[config.mk]
export PLATFORM = sky130hd
export DESIGN_NAME = rom_port_arbiter
export DESIGN_NICKNAME = d
export VERILOG_FILES = /design/src/rtl/rom_port_arbiter_pkg.sv /design/src/rtl/rom_port_arbiter_rr_arb2.sv /design/src/rtl/rom_port_arbiter.sv
export SDC_FILE = /design/constraint.sdc
export NUM_CORES = 1
export LEC_CHECK = 0
export BUFFER_PORTS_ARGS = -buffer_cell sky130_fd_sc_hd__buf_2
export CAP_MARGIN = 20
export CORE_AREA = 2 2 135 137
export CTS_BUF_LIST = sky130_fd_sc_hd__clkbuf_8
export CTS_CLUSTER_DIAMETER = 30
export DETAILED_ROUTE_END_ITERATION = 7
export DIE_AREA = 0 0 137 139
export SYNTH_ARGS = -nofsm -noshare
export SYNTH_HDL_FRONTEND = slang
export SYNTH_SLANG_ARGS = --single-unit
[constraint.sdc]
create_clock -name clk -period 5.94 [get_ports clk]
set_input_delay 0.297 -clock clk [delete_from_list [all_inputs] [get_ports clk]]
set_output_delay 0.297 -clock clk [all_outputs]
set_load 0.005 [all_outputs]
[src/rtl/rom_port_arbiter_pkg.sv]
// Shared types and constants for the instruction-ROM port arbiter.
package rom_port_arbiter_pkg;

  localparam int          MEM_DEPTH = 1024;
  localparam logic [31:0] ZERO_WORD = 32'h0000_0000;

  typedef enum logic {
    OWNER_IF = 1'b0,
    OWNER_LS = 1'b1
  } owner_e;

  typedef enum logic {
    ST_IDLE  = 1'b0,
    ST_BURST = 1'b1
  } state_e;

endpackage

[src/rtl/rom_port_arbiter_rr_arb2.sv]
// Two-way round-robin pick: on conflict the requester that did not win last time is granted.
module rom_port_arbiter_rr_arb2
  import rom_port_arbiter_pkg::*;
(
  input  logic [1:0] req_i,
  input  owner_e     last_owner_i,
  output logic [1:0] gnt_o
);

  always_comb begin
    gnt_o = req_i;
    if (req_i == 2'b11) begin
      gnt_o = (last_owner_i == OWNER_LS) ? 2'b01 : 2'b10;
    end
  end

endmodule

[src/rtl/rom_port_arbiter.sv]
// Shares the combinational instruction-ROM read port between IF (single word) and LS (bursts).
// Define ROM_ARB_ADDR_CHK_EN to flag misaligned / out-of-range beats as errors with zeroed data.
module rom_port_arbiter
  import rom_port_arbiter_pkg::*;
#(
  parameter int MAX_BURST = 8,
  parameter int LEN_W     = $clog2(MAX_BURST + 1)
) (
  input  logic             clk,
  input  logic             arst_n,
  input  logic             if_req_i,
  input  logic [31:0]      if_addr_i,
  output logic             if_gnt_o,
  output logic             if_rvalid_o,
  output logic [31:0]      if_rdata_o,
  output logic             if_err_o,
  input  logic             ls_req_i,
  input  logic [31:0]      ls_addr_i,
  input  logic [LEN_W-1:0] ls_len_i,
  output logic             ls_gnt_o,
  output logic             ls_rvalid_o,
  output logic [31:0]      ls_rdata_o,
  output logic             ls_last_o,
  output logic             ls_err_o,
  output logic [31:0]      rom_addr_o,
  input  logic [31:0]      rom_data_i
);

  state_e           state_q;
  owner_e           lastOwner_q;
  logic [LEN_W-1:0] beatCnt_q;
  logic [31:0]      burstAddr_q;
  logic [31:0]      romAddr_q;
  logic             ifRvalid_q, ifErr_q;
  logic [31:0]      ifRdata_q;
  logic             lsRvalid_q, lsLast_q, lsErr_q;
  logic [31:0]      lsRdata_q;

  logic [LEN_W-1:0] lenEff;
  logic [1:0]       arbReq, arbGnt;
  logic             issueIf, issueLs, issueLast;
  logic [31:0]      issueAddr;
  logic             beatErr;
  logic [31:0]      beatData;

  always_comb begin
    lenEff = ls_len_i;
    if (ls_len_i == '0) begin
      lenEff = LEN_W'(1);
    end else if (ls_len_i > LEN_W'(MAX_BURST)) begin
      lenEff = LEN_W'(MAX_BURST);
    end
  end

  // Arbitration only happens in IDLE; a running burst owns the port outright.
  assign arbReq = (state_q == ST_IDLE) ? {ls_req_i, if_req_i} : 2'b00;

  rom_port_arbiter_rr_arb2 u_rr_arb2 (
    .req_i        (arbReq),
    .last_owner_i (lastOwner_q),
    .gnt_o        (arbGnt)
  );

  always_comb begin
    issueIf   = arbGnt[0];
    issueLs   = 1'b0;
    issueLast = 1'b0;
    issueAddr = romAddr_q;
    if (state_q == ST_BURST) begin
      issueLs   = 1'b1;
      issueAddr = burstAddr_q;
      issueLast = (beatCnt_q == LEN_W'(1));
    end else if (arbGnt[0]) begin
      issueAddr = if_addr_i;
    end else if (arbGnt[1]) begin
      issueLs   = 1'b1;
      issueAddr = ls_addr_i;
      issueLast = (lenEff == LEN_W'(1));
    end
  end

`ifdef ROM_ARB_ADDR_CHK_EN
  assign beatErr = (issueAddr[1:0] != 2'b00) || (issueAddr[31:2] >= 30'(MEM_DEPTH));
`else
  assign beatErr = 1'b0;
`endif

  assign beatData = beatErr ? ZERO_WORD : rom_data_i;

  always_ff @(posedge clk or negedge arst_n) begin
    if (!arst_n) begin
      state_q     <= ST_IDLE;
      lastOwner_q <= OWNER_LS;
      beatCnt_q   <= '0;
      burstAddr_q <= '0;
      romAddr_q   <= '0;
      ifRvalid_q  <= 1'b0;
      ifErr_q     <= 1'b0;
      ifRdata_q   <= ZERO_WORD;
      lsRvalid_q  <= 1'b0;
      lsLast_q    <= 1'b0;
      lsErr_q     <= 1'b0;
      lsRdata_q   <= ZERO_WORD;
    end else begin
      romAddr_q  <= issueAddr;
      ifRvalid_q <= issueIf;
      lsRvalid_q <= issueLs;
      lsLast_q   <= issueLs & issueLast;
      if (issueIf) begin
        ifRdata_q <= beatData;
        ifErr_q   <= beatErr;
      end
      if (issueLs) begin
        lsRdata_q <= beatData;
        lsErr_q   <= beatErr;
      end
      if (arbGnt[0]) begin
        lastOwner_q <= OWNER_IF;
      end else if (arbGnt[1]) begin
        lastOwner_q <= OWNER_LS;
      end
      case (state_q)
        ST_IDLE: begin
          if (arbGnt[1] && (lenEff != LEN_W'(1))) begin
            state_q     <= ST_BURST;
            beatCnt_q   <= lenEff - LEN_W'(1);
            burstAddr_q <= ls_addr_i + 32'd4;
          end
        end
        ST_BURST: begin
          beatCnt_q   <= beatCnt_q - LEN_W'(1);
          burstAddr_q <= burstAddr_q + 32'd4;
          if (issueLast) begin
            state_q <= ST_IDLE;
          end
        end
        default: state_q <= ST_IDLE;
      endcase
    end
  end

  assign if_gnt_o    = arbGnt[0];
  assign ls_gnt_o    = arbGnt[1];
  assign rom_addr_o  = issueAddr;
  assign if_rvalid_o = ifRvalid_q;
  assign if_rdata_o  = ifRdata_q;
  assign if_err_o    = ifErr_q;
  assign ls_rvalid_o = lsRvalid_q;
  assign ls_rdata_o  = lsRdata_q;
  assign ls_last_o   = lsLast_q;
  assign ls_err_o    = lsErr_q;

endmodule

==> impl_results.md, run 1 <==
- Status: finished clean
- Max FO, Critical Path: just over 70
- Worst setup margin: 2410 ps
- Post-route core utilization: 0.495
- Dpl ws: 2450 ps
- Final Critical Period: between 3000 and 4000 ps
- Filler cells: 1690
- Final net count: between 900 and 1000
- Detailed Route WL: between 15000 and 20000 µm
- Layout area overhead: 22.9%
- Initial antenna violation count: 2
- TritonCTS Sinks: around 140
- Reg-to-Reg Start: state_q
- DR pass1 iterations: 5
- Post-synthesis cell count: approximately 660
- Worst rel slew slack: 0.333
- Reg2reg end: burstAddr_q[25]
- Starting Density: 0.402
- # rows: 49
- Total gr overflow: 0
- Number of stages on the worst setup path: 7
- Share of the yosys chip area belonging to registers: 0.483
- Max Root-Sink Buffers: 2
- Area of the core: approximately 18000 µm²
- CTS root buf: clkbuf_8
- Dominant synthesized flop cell: dfrtp_1
- Cell family with most CP delay: compound AO/OA/AOI/OAI gates
- Max Freq: 0.283 GHz
- Vias in the first global route: 5887
- Max Clock Skew: between 10 and 15 ps
- Unrepaired setup endpoints after global routing: false
- Total number of vias: 5971
- Setup violations, final: 0
- First-pass GRT wire length: between 30000 and 40000 µm
- Worst skew pair latency: 440 ps
- Worst slew pin tran: ~1000 ps
- Avg Cell Area, Syn: ~11 µm²
- Largest net degree at the start of global routing: 104
- Asr flop ratio synth: 1.00
- Slowest library cell on the worst path: dfrtp_4
- Total CTS buffers: 17
- Mapped Area: 7110 µm²
- R2R depth: 7
- Storage cell area: 3430 µm²
- CP Class: reg2reg
- Leak pwr: between 0.003 and 0.004 µW
- Worst setup EP type: register
- Flops & latches, synth: 137
- Setup TNS: 0 ps
- TritonCTS clock tree: built
- Worst path bufs/invs: 1
- CP startpoint: state_q
- Drt drc: 0
- Port Buffers: about 200
- Flop2flop setup slack: 2410 ps
- Synth warn: 0
- Die W: ~140 µm
- Max_cap viols: 0
- Post-DR vias/cell: between 5 and 6
- Routed WL per cell: about 18 µm
- Crit share post-route: 0.595
- Area occupied by multi-input gates: about 3400 µm²
- Max IR drop VDD: 0.220 mV
- Cts hold-fix bufs: 1
- Power Density: 511 nW/µm²
- CTS H-Tree Depth: 4
- Total GRT Usage: 0.205
- Chip height: roughly 140 µm
- Largest stage delay, worst path: roughly 890 ps
- Setup crit end: burstAddr_q[25]
- Final Hold Viols: 0
- Routed Antenna Nets: 0
- # Post-CTS Setup Buffers: 0
- Post-synth EDFFs: 0
- CP Data Arrival Time: 3850 ps
- Netlist cell types: 65
- Die ar.: 19000 µm²
- Final slew viol count: 0
- Ports: about 210
- # resized after CTS: 0
- Data required, critical path: approximately 6300 ps
- Power Total: 4470 µW
- Post-DP HPWL: approximately 13000 µm
- GPL Wtd Cong: between 0.8 and 0.9
- Hold crit path type: in2reg
- Initial drt markers: ~340
- CP cell instances: buf_4, nand4_1, a222oi_1, nand4_2, a21oi_2, mux2_2, a211o_1
- Share of layout cells above drive strength 1: 0.394
- CP Launch Type: register
- Clk slew on worst S/H paths: around 80 ps
-- final cells by class --
cell class	count	area share
Clock buffer	17	0.0268
Antenna cell	1	0.000286
Clock inverter	14	0.0251
Sequential cell	137	0.393
Inverter	14	0.00602
Multi-Input combinational cell	463	0.391
Timing Repair Buffer	212	0.125
Tap cell	229	0.0328
-- flip-flops by register name, indices dropped and copies added (netlist names) --
| signal | count |
|---|---|
| lastOwner_q | 1 |
| state_q | 1 |
| romAddr_q | 32 |
| if_rdata_o | 32 |
| burstAddr_q | 32 |
| ls_last_o | 1 |
| beatCnt_q | 4 |
| ls_rvalid_o | 1 |
| if_rvalid_o | 1 |
| ls_rdata_o | 32 |
-- placed cells by master (no fill, tap or decap), drive strengths merged, types with 3 or more instances in the layout --
master,count
dfrtp,136
clkbuf,17
xor2,19
a21oi,29
buf,211
xnor2,24
and3,7
nor3,11
a21o,5
a211oi,5
nand3b,6
o22ai,5
nand2,38
nor2,50
o2111ai,4
nand4,14
mux2i,11
bufinv,5
nor2b,4
inv,18
nand4b,6
a211o,4
a22oi,26
nand3,22
nand2b,3
mux2,73
a222oi,21
o21ai,46
ha,5
clkinv,3
o211ai,3
-- stage by stage --
stage               cells  hold slack, ps  cell area [µm²]
floorplan             662            1.41             7110
global placement     1054             461             8270
detailed placement   1054             468             8270
CTS                  1086            33.5             8730
global route         1086            58.4             8730
finish               1087            77.6             8740
-- worst min-delay path by stage --
stage / depth (start not counted) / end / slack (ps) / startpoint
6_report: 3 / burstAddr_q[1] / 80 / ls_addr_i[1]
5_1_grt: 3 / burstAddr_q[1] / 60 / ls_addr_i[1]
4_1_cts: 3 / burstAddr_q[1] / 30 / ls_addr_i[1]
3_5_place_dp: 2 / burstAddr_q[1] / 470 / burstAddr_q[1]
3_3_place_gp: 2 / burstAddr_q[1] / 460 / burstAddr_q[1]
2_1_floorplan: 0 / beatCnt_q[0] / 1 / arst_n
-- report_power, final --
part / total [µW] / switching, µW / internal [µW]
registers: 1700 / 333 / 1370
logic: 1880 / 966 / 912
clock network: 885 / 383 / 502
-- synth_stat cells, types with 3 or more instances --
master,number,area share
nand4b_1,5,0.0062
a211o_1,4,0.0049
buf_2,12,0.0085
nand2b_1,3,0.0026
nor2b_1,4,0.0035
a21oi_1,28,0.020
buf_1,7,0.0037
o2111ai_1,4,0.0049
mux2i_1,11,0.015
clkbuf_1,24,0.013
xor2_1,19,0.023
nand3b_1,5,0.0053
inv_1,13,0.0069
ha_1,5,0.0088
a21o_1,5,0.0053
nand4_1,12,0.011
xnor2_1,24,0.030
o21ai_0,44,0.031
nor2_1,50,0.026
nand3_1,20,0.014
a211oi_1,3,0.0032
nand2_1,38,0.020
and3_1,7,0.0062
nor3_1,10,0.0070
a22oi_1,25,0.026
mux2_2,72,0.11
a222oi_1,21,0.030
o22ai_1,4,0.0035
o211ai_1,3,0.0032
dfrtp_1,136,0.48
buf_4,3,0.0032
-- tightest hold or removal path, cell delays in order --
cell,delay [ps]
buf_2,90
nand2_1,50
nand2_1,50
-- metal layers --
metal / up-vias / track usage / wire [µm] / part of all wire
met5: - / 0 / 13 / 0.00068
met4: 2 / 0.0613 / 190 / 0.0099
met3: 16 / 0.0724 / 1820 / 0.095
met2: 212 / 0.320 / 9000 / 0.47
met1: 2943 / 0.266 / 8210 / 0.43
li1: 2798 / - / - / -
-- kinds of logic after synthesis --
group	share of synthesized area
simple gates	0.124
flops	0.483
other cells	0.000528
xor+xnor	0.0530
fa+ha+maj	0.00880
compound gates	0.161
buf+inv	0.0386
mux	0.131
(Power assumes the default switching activity.)
==> run 2, diff against run 1 <==
--- a/config.mk
+++ b/config.mk
@@ -5,13 +5,15 @@
 export SDC_FILE = /design/constraint.sdc
 export NUM_CORES = 1
 export LEC_CHECK = 0
+export ABC_AREA = 1
 export BUFFER_PORTS_ARGS = -buffer_cell sky130_fd_sc_hd__buf_2
 export CAP_MARGIN = 20
-export CORE_AREA = 2 2 135 137
+export CORE_AREA = 2 2 137 139
 export CTS_BUF_LIST = sky130_fd_sc_hd__clkbuf_8
 export CTS_CLUSTER_DIAMETER = 30
 export DETAILED_ROUTE_END_ITERATION = 7
-export DIE_AREA = 0 0 137 139
+export DIE_AREA = 0 0 139 141
+export PLACE_DENSITY = 0.67
 export SYNTH_ARGS = -nofsm -noshare
 export SYNTH_HDL_FRONTEND = slang
 export SYNTH_SLANG_ARGS = --single-unit
==> constraint.sdc (replaced) <==
create_clock -name clk -period 3.2 [get_ports clk]
set_input_delay 0.16 -clock clk [delete_from_list [all_inputs] [get_ports clk]]
set_output_delay 0.16 -clock clk [all_outputs]
set_load 0.005 [all_outputs]
==> impl_results.md, run 2 <==
- Status: finished clean
- Hold Path Stages: 3
- Clk pwr share: 0.155
- Slowest library cell on the worst path: buf_4
- DR pass1 iterations: 5
- CP cell instances: buf_4, nor2_1, nand2_2, buf_4, nand3_1, o21ai_0, a21oi_1, o21ai_0, buf_2
- Switching Fraction: 0.454
- Netlist cell types: 34
- Total gr overflow: 0
- Initial antenna violation count: 1
- Int Power: 4740 µW
- Comb power frac: 0.502
- R2R depth: 9
- Worst path bufs/invs: 3
- Worst setup margin: around 460 ps
- CP startpoint: state_q
- Total number of vias: between 6000 and 7000
- Final Critical Period: approximately 2700 ps
- CTS H-Tree Depth: 4
- Post-synth EDFFs: 0
- Asr flop ratio synth: 1.00
- CP Data Arrival Time: 2580 ps
- # rows: 50
- Hold Startpoint: if_addr_i[0]
- Yosys top cell by area: dfrtp_1
- Power Density: ~950 nW/µm²
- Total CTS buffers: 17
- Vias in the first global route: 6908
- Share of the yosys chip area belonging to registers: 0.473
- Max Clock Skew: approximately 12 ps
- Placed inst area: roughly 8400 µm²
- First-pass GRT wire length: 34300 µm
- P_sw: between 3000 and 4000 µW
- Setup TNS: 0 ps
- Flops & latches, synth: about 140
- Most frequent cell after synthesis: nand2_1
- Largest net degree at the start of global routing: about 80
- Max IR drop VDD: 0.440 mV
- Cell family with most CP delay: buffers and inverters
- Most frequent cells in the layout: 498 x nand2_1, 203 x buf_2, 136 x dfrtp_1
- Routed Antenna Nets: 0
- Chip height: about 140 µm
- Setup violations, final: 0
- Largest stage delay, worst path: 630 ps
- Die W: approximately 140 µm
- Crit share post-route: 0.857
- Max Freq: approximately 0.36 GHz
- Dpl ws: about 800 ps
- Worst rel slew slack: 0.481
- Share of layout cells above drive strength 1: 0.270
- Max FO, Critical Path: 66
- Die ar.: ~20000 µm²
- Top cells by area, synth: dfrtp_1 47%, nand2_1 26%, nand3_1 4.8%
- Most frequent cells after synthesis: 499 x nand2_1, 136 x dfrtp_1, 70 x nand3_1
- CTS root buf: clkbuf_8
- Ports: ~210
- Hold crit path type: in2reg
- Port Buffers: between 200 and 250
- Post-route cell area: approximately 9000 µm²
- Synth warn: 0
- Max Root-Sink Buffers: 2
- GPL Wtd Cong: between 0.9 and 1
- Routed WL per cell: around 15 µm
- Commonest non-fill, non-tap cell in the layout: nand2_1
- Unrepaired setup endpoints after global routing: false
- Max_cap viols: 0
- TritonCTS Sinks: 137
- Leak pwr: between 0.004 and 0.005 µW
- Reg-to-Reg Start: state_q
- Total GRT Usage: 0.217
- Number of stages on the worst setup path: 9
- Final net count: between 1000 and 1500
- Post-synthesis cell count: about 980
- Final Hold Viols: 0
- CP Launch Type: register
- Initial drt markers: 376
- Post-DP HPWL: ~15000 µm
- Worst skew pair latency: approximately 440 ps
- Clk slew on worst S/H paths: 80 ps
- Drt drc: 0
- Area of the core: approximately 18000 µm²
- Worst setup EP type: output pin
- Starting Density: 0.397
- Avg Cell Area, Syn: around 7.4 µm²
- Worst slew pin tran: roughly 780 ps
- Post-DR vias/cell: between 4 and 5
- Final slew viol count: 0
- Mapped Area: between 7000 and 8000 µm²
- TritonCTS clock tree: built
- # Post-CTS Setup Buffers: 0
- Area share of the largest cell type after synthesis: 0.469
- Layout area overhead: 26.5%
- CP Class: reg2out
- Detailed Route WL: approximately 21000 µm
- Flop pwr share: 0.343
- Data required, critical path: just over 3000 ps
- Dominant synthesized flop cell: dfrtp_1
==> run 2: cell types whose count changed after synthesis, sizes merged, moves of 13 or more <==
cell / previous run / this run
a222oi: 21 / 0
mux2: 73 / 0
nand2: 38 / 542
inv: 14 / 41
a22oi: 26 / 0
clkbuf: 24 / 11
nand3: 22 / 74
a21oi: 29 / 8
o21ai: 46 / 21
nor2: 50 / 64
xor2: 19 / 3
xnor2: 24 / 3
==> run 2: power by group through the flow <==
stage,logic (µW),clock network [µW],registers [µW]
2_1_floorplan,2800,0,2990
3_3_place_gp,4220,0,2970
3_5_place_dp,4300,0,2990
4_1_cts,4360,1390,2970
5_1_grt,4920,1460,3070
6_report,4360,1340,2970
==> run 2: through the flow <==
stage               std cells   util  power, µW  hold WS [ps]
floorplan                 977      -       5790          -136
global placement         1381  0.461       7190           174
detailed placement       1381  0.461       7300           169
CTS                      1448  0.501       8710          4.47
global route             1450  0.502       9440          22.0
finish                   1450  0.502       8680          42.7
==> run 2: worst reg2reg max path, stage by stage (launching register included) <==
cell     delay, ps
dfrtp_1        390
inv_2          250
nand3_2        130
inv_1          210
nand2_1        240
nand2_4        380
inv_2          340
a21oi_1        190
o21ai_0        100
nand2_1         60
==> run 2: area by class of cell <==
class,instances,area [µm²]
fillers,1821,9090
flip-flops and latches,137,3430
multi-input cells,753,3410
repair buffers,251,1510
well taps,234,293
clock buffers,17,234
inverters,42,158
clock inverters,15,135
diodes,1,2.50
==> run 2: cells by family after synthesis <==
| logic type | share of synthesized area |
|---|---|
| compound gates | 0.0462 |
| xor+xnor | 0.00724 |
| fa+ha+maj | 0.00862 |
| buf+inv | 0.0586 |
| flops | 0.473 |
| other cells | 0.000517 |
| simple gates | 0.406 |
==> run 2: routing by layer <==
layer  global-route usage  vias to the layer above  routed length [µm]
met1                0.274                     3262                9240
met2                0.378                      205               10400
li1                     -                     3495                   -
met5                    0                        -                   0
met3               0.0329                       27                1010
met4               0.0797                        0                 443
==> run 2: worst paths after layout <==
kind,to,slack (ps)
worst max-delay path,rom_addr_o[1],460
worst min-delay path,romAddr_q[0],40
worst max register to register,burstAddr_q[6],850
worst min register to register,if_rdata_o[1],480
max in group asynchronous,lastOwner_q,2110
min in group asynchronous,if_rdata_o[3],260
==> run 2: what timing repair did <==
action / CTS / global route
setup endpoints to repair: 0 / 0
resized for setup: 0 / 0
hold buffers: 35 / 0
endpoints found under the hold margin: 126 / 0
